===== config.mk =====
export PLATFORM = sky130hd
export DESIGN_NAME = uart_mmio_fifo
export DESIGN_NICKNAME = d
export VERILOG_FILES = /design/src/rtl/uart_mmio_pkg.sv /design/src/rtl/uart_mmio_fifo_sync_fifo.sv /design/src/rtl/uart_mmio_fifo.sv
export SDC_FILE = /design/constraint.sdc
export NUM_CORES = 1
export LEC_CHECK = 0
export ABC_CLOCK_PERIOD_IN_PS = 3300
export BUFFER_PORTS_ARGS = -buffer_cell sky130_fd_sc_hd__clkbuf_2
export CAP_MARGIN = 20
export CORE_MARGIN = 3
export CORE_UTILIZATION = 57
export CTS_CLUSTER_SIZE = 28
export DETAILED_ROUTE_END_ITERATION = 6
export PLACE_DENSITY = 0.79
export SETUP_SLACK_MARGIN = 0.5
export SLEW_MARGIN = 30
export SYNTH_ARGS = -nofsm -noshare
export SYNTH_HDL_FRONTEND = slang
export SYNTH_SLANG_ARGS = --single-unit

===== constraint.sdc =====
create_clock -name clk -period 3.3 [get_ports clk]
set_input_delay 0.165 -clock clk [delete_from_list [all_inputs] [get_ports clk]]
set_output_delay 0.165 -clock clk [all_outputs]
set_load 0.02 [all_outputs]

===== src/rtl/uart_mmio_pkg.sv =====
// uart_mmio_pkg: shared constants and types for the UART MMIO front end.
//   - register offsets within the 256 B window
//   - status register bit positions and the packed status layout
//   - satLevel(): clamps a FIFO occupancy to the 8-bit level fields
package uart_mmio_pkg;

    localparam logic [7:0] UART_STATUS_OFS = 8'h00;
    localparam logic [7:0] UART_RX_OFS     = 8'h04;
    localparam logic [7:0] UART_TX_OFS     = 8'h08;
    localparam logic [7:0] UART_IRQEN_OFS  = 8'h0C;
    localparam logic [7:0] UART_CYC_OFS    = 8'h10;
    localparam logic [7:0] UART_CYCRST_OFS = 8'h18;

    localparam int STS_TX_NOT_FULL  = 0;
    localparam int STS_RX_NOT_EMPTY = 1;
    localparam int STS_RX_OVERFLOW  = 2;
    localparam int STS_TX_DROP      = 3;
    localparam int STS_RX_LEVEL_LSB = 8;
    localparam int STS_TX_LEVEL_LSB = 16;

    // Field order matches the bit positions above (MSB first).
    typedef struct packed {
        logic [7:0] rsvdHi;
        logic [7:0] txLevel;
        logic [7:0] rxLevel;
        logic [3:0] rsvdLo;
        logic       txDrop;
        logic       rxOverflow;
        logic       rxNotEmpty;
        logic       txNotFull;
    } uart_status_t;

    // Occupancy of a 256-deep FIFO needs 9 bits; the register field has 8.
    function automatic logic [7:0] satLevel(input logic [8:0] lvl);
        return lvl[8] ? 8'hFF : lvl[7:0];
    endfunction

endpackage


===== src/rtl/uart_mmio_fifo_sync_fifo.sv =====
// sync_fifo: single-clock FIFO with combinational head read.
//   clk, rst   : clock, synchronous active-high reset (pointers/count only)
//   push, din  : write request; accepted when not full, or when full and a
//                pop is accepted on the same edge (caller gates push if that
//                rescue is not wanted)
//   pop, dout  : read request (ignored when empty); dout is the current head
//   full, empty: occupancy flags
//   level      : exact occupancy, DEPTH_LOG2+1 bits
module sync_fifo #(
    parameter int WIDTH = 8,
    parameter int DEPTH = 8,
    localparam int DEPTH_LOG2 = $clog2(DEPTH)
) (
    input  logic                  clk,
    input  logic                  rst,
    input  logic                  push,
    input  logic                  pop,
    input  logic [WIDTH-1:0]      din,
    output logic [WIDTH-1:0]      dout,
    output logic                  full,
    output logic                  empty,
    output logic [DEPTH_LOG2:0]   level
);

    logic [WIDTH-1:0]      mem [DEPTH];
    logic [DEPTH_LOG2-1:0] wrPtr, rdPtr;
    logic [DEPTH_LOG2:0]   count;
    logic                  doPush, doPop;

    assign empty  = (count == '0);
    assign full   = (count == (DEPTH_LOG2+1)'(DEPTH));
    assign level  = count;
    assign dout   = mem[rdPtr];
    assign doPop  = pop & ~empty;
    // When full, the slot being written is the one being read out this edge.
    assign doPush = push & (~full | doPop);

    always_ff @(posedge clk) begin
        if (rst) begin
            wrPtr <= '0;
            rdPtr <= '0;
            count <= '0;
        end else begin
            if (doPush) wrPtr <= wrPtr + 1'b1;
            if (doPop)  rdPtr <= rdPtr + 1'b1;
            case ({doPush, doPop})
                2'b10:   count <= count + 1'b1;
                2'b01:   count <= count - 1'b1;
                default: count <= count;
            endcase
        end
    end

    // Storage carries no reset; the pointers define what is valid.
    always_ff @(posedge clk) begin
        if (doPush) mem[wrPtr] <= din;
    end

endmodule


===== src/rtl/uart_mmio_fifo.sv =====
// uart_mmio_fifo: memory-mapped UART front end with TX/RX FIFOs.
//   CPU side : addr/wdata/rd_en/wr_en issued in E stage; hit is combinational,
//              rdata is registered (valid the cycle after rd_en).
//   UART side: uart_tx_* drains the TX FIFO (ready/valid), uart_rx_* fills
//              the RX FIFO (no back-pressure; overflow is flagged).
//   Optional : define UART_MMIO_IRQ_EN to add the irq output and the
//              interrupt-enable register at offset 0x0C.
module uart_mmio_fifo
    import uart_mmio_pkg::*;
#(
    parameter logic [31:0] BASE_ADDR = 32'h8000_0000,
    parameter int          TX_DEPTH  = 8,
    parameter int          RX_DEPTH  = 8
) (
    input  logic        clk,
    input  logic        rst,
    input  logic [31:0] addr,
    input  logic [31:0] wdata,
    input  logic        rd_en,
    input  logic        wr_en,
    output logic        hit,
    output logic [31:0] rdata,
    output logic [7:0]  uart_tx_data,
    output logic        uart_tx_valid,
    input  logic        uart_tx_ready,
    input  logic [7:0]  uart_rx_data,
    input  logic        uart_rx_valid,
    output logic        uart_rx_ready
`ifdef UART_MMIO_IRQ_EN
    ,
    output logic        irq
`endif
);

    localparam int TXL = $clog2(TX_DEPTH) + 1;
    localparam int RXL = $clog2(RX_DEPTH) + 1;

    logic [7:0]     ofs;
    logic           rdHit, wrHit;
    logic           stsRd, rxRd, txWr, cycRst;
    logic           txFull, txEmpty, txPush, txPop;
    logic           rxFull, rxEmpty;
    logic [7:0]     txHead, rxHead;
    logic [TXL-1:0] txLevel;
    logic [RXL-1:0] rxLevel;
    logic           rxOverflow, txDrop, rxOvfSet, txDropSet;
    logic [31:0]    cycleCnt;
    logic           rxReady;
    uart_status_t   sts;
    logic [31:0]    rdNext;

    assign hit    = (addr[31:8] == BASE_ADDR[31:8]);
    assign ofs    = addr[7:0];
    assign rdHit  = rd_en & hit;
    assign wrHit  = wr_en & hit;
    assign stsRd  = rdHit & (ofs == UART_STATUS_OFS);
    assign rxRd   = rdHit & (ofs == UART_RX_OFS);
    assign txWr   = wrHit & (ofs == UART_TX_OFS);
    assign cycRst = wrHit & (ofs == UART_CYCRST_OFS);

    // TX: fullness is judged before the edge, so a concurrent drain does not
    // make room for the store.
    assign txPush    = txWr & ~txFull;
    assign txPop     = uart_tx_ready;
    assign txDropSet = txWr & txFull;

    // RX: a CPU pop on the same edge does make room for the incoming byte.
    assign rxOvfSet  = uart_rx_valid & rxFull & ~rxRd;

    sync_fifo #(.WIDTH(8), .DEPTH(TX_DEPTH)) txFifo (
        .clk   (clk),
        .rst   (rst),
        .push  (txPush),
        .pop   (txPop),
        .din   (wdata[7:0]),
        .dout  (txHead),
        .full  (txFull),
        .empty (txEmpty),
        .level (txLevel)
    );

    sync_fifo #(.WIDTH(8), .DEPTH(RX_DEPTH)) rxFifo (
        .clk   (clk),
        .rst   (rst),
        .push  (uart_rx_valid),
        .pop   (rxRd),
        .din   (uart_rx_data),
        .dout  (rxHead),
        .full  (rxFull),
        .empty (rxEmpty),
        .level (rxLevel)
    );

    assign uart_tx_data  = txHead;
    assign uart_tx_valid = ~txEmpty;
    assign uart_rx_ready = rxReady;

    always_comb begin
        sts            = '0;
        sts.txNotFull  = ~txFull;
        sts.rxNotEmpty = ~rxEmpty;
        sts.rxOverflow = rxOverflow;
        sts.txDrop     = txDrop;
        sts.rxLevel    = satLevel(9'(rxLevel));
        sts.txLevel    = satLevel(9'(txLevel));
    end

`ifdef UART_MMIO_IRQ_EN
    logic rxIrqEn, txIrqEn;
`endif

    always_comb begin
        rdNext = '0;
        case (ofs)
            UART_STATUS_OFS: rdNext = sts;
            UART_RX_OFS:     rdNext = {24'b0, rxEmpty ? 8'h00 : rxHead};
            UART_CYC_OFS:    rdNext = cycleCnt;
`ifdef UART_MMIO_IRQ_EN
            UART_IRQEN_OFS:  rdNext = {30'b0, txIrqEn, rxIrqEn};
`endif
            default:         rdNext = '0;
        endcase
    end

    always_ff @(posedge clk) begin
        if (rst) begin
            rdata      <= '0;
            rxOverflow <= 1'b0;
            txDrop     <= 1'b0;
            cycleCnt   <= '0;
            rxReady    <= 1'b0;
        end else begin
            rxReady <= 1'b1;
            if (rdHit) rdata <= rdNext;
            // Reading status clears the sticky bits, but a new event on the
            // same edge keeps them set.
            if (rxOvfSet)   rxOverflow <= 1'b1;
            else if (stsRd) rxOverflow <= 1'b0;
            if (txDropSet)  txDrop <= 1'b1;
            else if (stsRd) txDrop <= 1'b0;
            cycleCnt <= cycRst ? 32'h0 : cycleCnt + 32'h1;
        end
    end

`ifdef UART_MMIO_IRQ_EN
    always_ff @(posedge clk) begin
        if (rst) begin
            rxIrqEn <= 1'b0;
            txIrqEn <= 1'b0;
            irq     <= 1'b0;
        end else begin
            if (wrHit && ofs == UART_IRQEN_OFS) begin
                rxIrqEn <= wdata[0];
                txIrqEn <= wdata[1];
            end
            irq <= (rxIrqEn & ~rxEmpty) | (txIrqEn & txEmpty) | rxOverflow;
        end
    end
`endif

endmodule


==> impl_metrics.tcl <==
set metrics [dict create \
    post-route-period-util 0.783 \
    grt_max_degree 35 \
    outcome "finished clean" \
    leakage_nw 3.76 \
    synth.most_common_cell "edfxtp_1" \
    dp_cells 1010 \
    synthTopCellsByArea "edfxtp_1 42%, dfxtp_1 21%, mux4_2 7.9%" \
    worstPathRequired_ps 3720 \
    grt_pass1_vias 6277 \
    crit_arrival_ps 3000 \
    synthesis.instances 706 \
    grt-ovfl-total 0 \
    cts_tree "done" \
    drive_gt1_frac 0.257 \
    routed_via_density 5.85 \
    io_pins 121 \
    core-area_sq_mm 0.0154 \
    die_x_um 132 \
    synth-async-reset-ratio 0 \
    layout.nets 932 \
    finalInstanceArea_sq_mm 0.0109 \
    ys_seq_area_frac 0.629 \
    cts.sinks 221 \
    start_kind "flop" \
    power_density_mw_per_mm2 517 \
    numPortBuffers 96 \
    synth_nets 796 \
    place_hpwl_mm 13.2 \
    ant_nets 0 \
    row_count 45 \
    syn-cell-area_sq_mm 0.00908 \
    synth_flop_cell "edfxtp_1" \
    post_drt_wl_per_cell_um 18.6 \
    ir_worst_vdd_mv 0.463 \
    clk_pin_slew_worst_paths_ps 60 \
    place_area_sq_mm 0.00992 \
    yosys.area.top_type "edfxtp_1" \
    critical_path_class "reg -> reg" \
    drv_slew 0 \
    grt_usage 0.227 \
    yosysUniqueCellTypes 46 \
    synth_top_cell_area_share 0.423 \
    critPathMaxFanout 8 \
    wirelength_mm 19.8 \
    hp-class "in -> reg" \
    worstMarginPinSlew_ps 761 \
    synth_top_cells_by_count "128 x edfxtp_1, 93 x dfxtp_1, 73 x nor2_1, 44 x a21oi_1, 42 x nand3_1" \
    fmax_mhz 387 \
    syn_to_final_growth_pct 20.1 \
    drt_drc_violations_left 0 \
    hold_viol 0 \
    start_util 0.590 \
    antenna_found_initial 0 \
    drtIter0Drc 566 \
    antenna_cells 0 \
    cts.path.max_buffers 3 \
    rsz0062_at_grt "no" \
    post-route-min-period_ps 2580 \
    stdcell_count 1068 \
    grt_pass1_wl_mm 32.1 \
    setup-violations-final 0 \
    whs_ps 63.3 \
    root_buffer "clkbuf_16" \
    via_count 6250 \
    postSynthAreaPerCell_sq_um 12.9 \
    ys_ff_latch 221 \
    insertion_delay_ps 500 \
    die-area_sq_mm 0.0175 \
    ys_warn_count 0 \
    fp.dieH_um 132 \
    fill_cells 999 \
    skew_ps 7.29 \
    numCtsBuffers 22 \
    synth_edf_count 128 \
    gp_congestion 0.854 \
    first_pass_iters 5 \
    finalSetupTns_ps 0 \
    endpoint_kind "flop" \
    cap_violations 0 \
    slew_headroom 0.492 \
    utilization 0.709 \
    htree_levels 1 \
]
## state kept, by name, summed over array words and instances (netlist names), 4 cells and up, named ones only
signal	cells
txFifo.mem	64
rxFifo.level	4
rxFifo.mem	64
rdata	32
cycleCnt	32
txFifo.level	4
## path summary, 6_finish.rpt
kind	startpoint	endpoint	slack [ps]	cells after the start
max	rxFifo.level[0]	rxFifo.level[2]	720	10
min	uart_rx_valid	rxFifo.wrPtr[1]	60	3
min reg2reg	rdata[15]	rdata[15]	450	2
max reg2reg	rxFifo.level[0]	rxFifo.level[2]	720	10
## layout by cell type (no fill, tap or decap), types with 4 or more instances in the layout
cell	instances
nand2_1	40
nor3_1	32
and2_1	4
nor2_1	73
buf_4	30
xnor2_1	17
inv_1	12
mux2i_1	10
nand4_1	15
nor4_1	9
dlygate4sd3_1	17
a211oi_1	8
clkbuf_2	96
dfxtp_1	93
nor4_2	4
a21oi_1	44
xor2_1	21
edfxtp_1	128
nor3_2	5
mux4_2	32
or3_1	5
mux2_2	10
clkinv_2	4
clkinv_1	7
ha_1	10
clkbuf_16	23
nand3_1	42
nand2b_1	5
o21ai_0	10
o2bb2ai_1	8
## power breakdown
part | leakage, nW | switching (mW) | internal [mW]
Combinational | 1.49 | 0.100 | 0.0733
Clock | 0.360 | 0.988 | 1.51
Sequential | 1.91 | 0.0190 | 2.94
Total | 3.76 | 1.11 | 4.53
## what timing repair did
item | 4_1_cts | 5_1_grt
hold endpoints to repair | 130 | 0
pin swaps | 0 | 1
setup endpoints to repair | 1 | 2
gates resized for setup | 1 | 9
hold buffers | 17 | 0
buffers inserted | 0 | 1
## area by class of cell
type                       instances  area, sq um  area share
sequential                       221         5710       0.523
clock inverter                    15          144      0.0132
tap                              211          264      0.0242
multi-input combinational        441         3270       0.300
clock buffer                      24          589      0.0541
inverter                          12         45.0     0.00413
timing repair buffer             144          887      0.0814
## critical path, cell delays in order, from the launching register on
cell,delay (ps)
dfxtp_1,380
nor3_2,280
nand2_1,170
o21ai_4,290
ha_2,320
xor2_1,170
ha_1,170
a21oi_1,50
xor2_1,180
or3_1,340
a21oi_1,150
## metrics by stage
| stage | setup slack (ps) | power, mW |
|---|---|---|
| 2_1_floorplan | 610 | 3.08 |
| 3_3_place_gp | 306 | 3.15 |
| 3_5_place_dp | 50.6 | 3.17 |
| 4_1_cts | 503 | 5.66 |
| 5_1_grt | 504 | 5.79 |
| 6_report | 717 | 5.63 |
## kinds of logic (layout without fill, tap and decap cells)
group	Yosys count	after routing	share of synthesized area
AND/OR/NAND/NOR	256	256	0.140
flip-flops	221	221	0.629
AO/OA/AOI/OAI	83	83	0.0553
multiplexers	52	52	0.103
buffers and inverters	44	195	0.0193
XOR/XNOR	38	38	0.0367
adder cells (fa/ha/maj)	12	12	0.0174
## routing by layer
| layer | share of wire | GRT usage | vias to the layer above | wire length, um |
|---|---|---|---|---|
| li1 | - | - | 2926 | - |
| met1 | 0.40 | 0.291 | 3040 | 7910 |
| met2 | 0.51 | 0.398 | 243 | 10100 |
| met3 | 0.069 | 0.0389 | 41 | 1370 |
| met4 | 0.026 | 0.0687 | 0 | 513 |
| met5 | 0 | 0 | - | 0 |
Note: power is estimated with default switching activity, not from simulation.
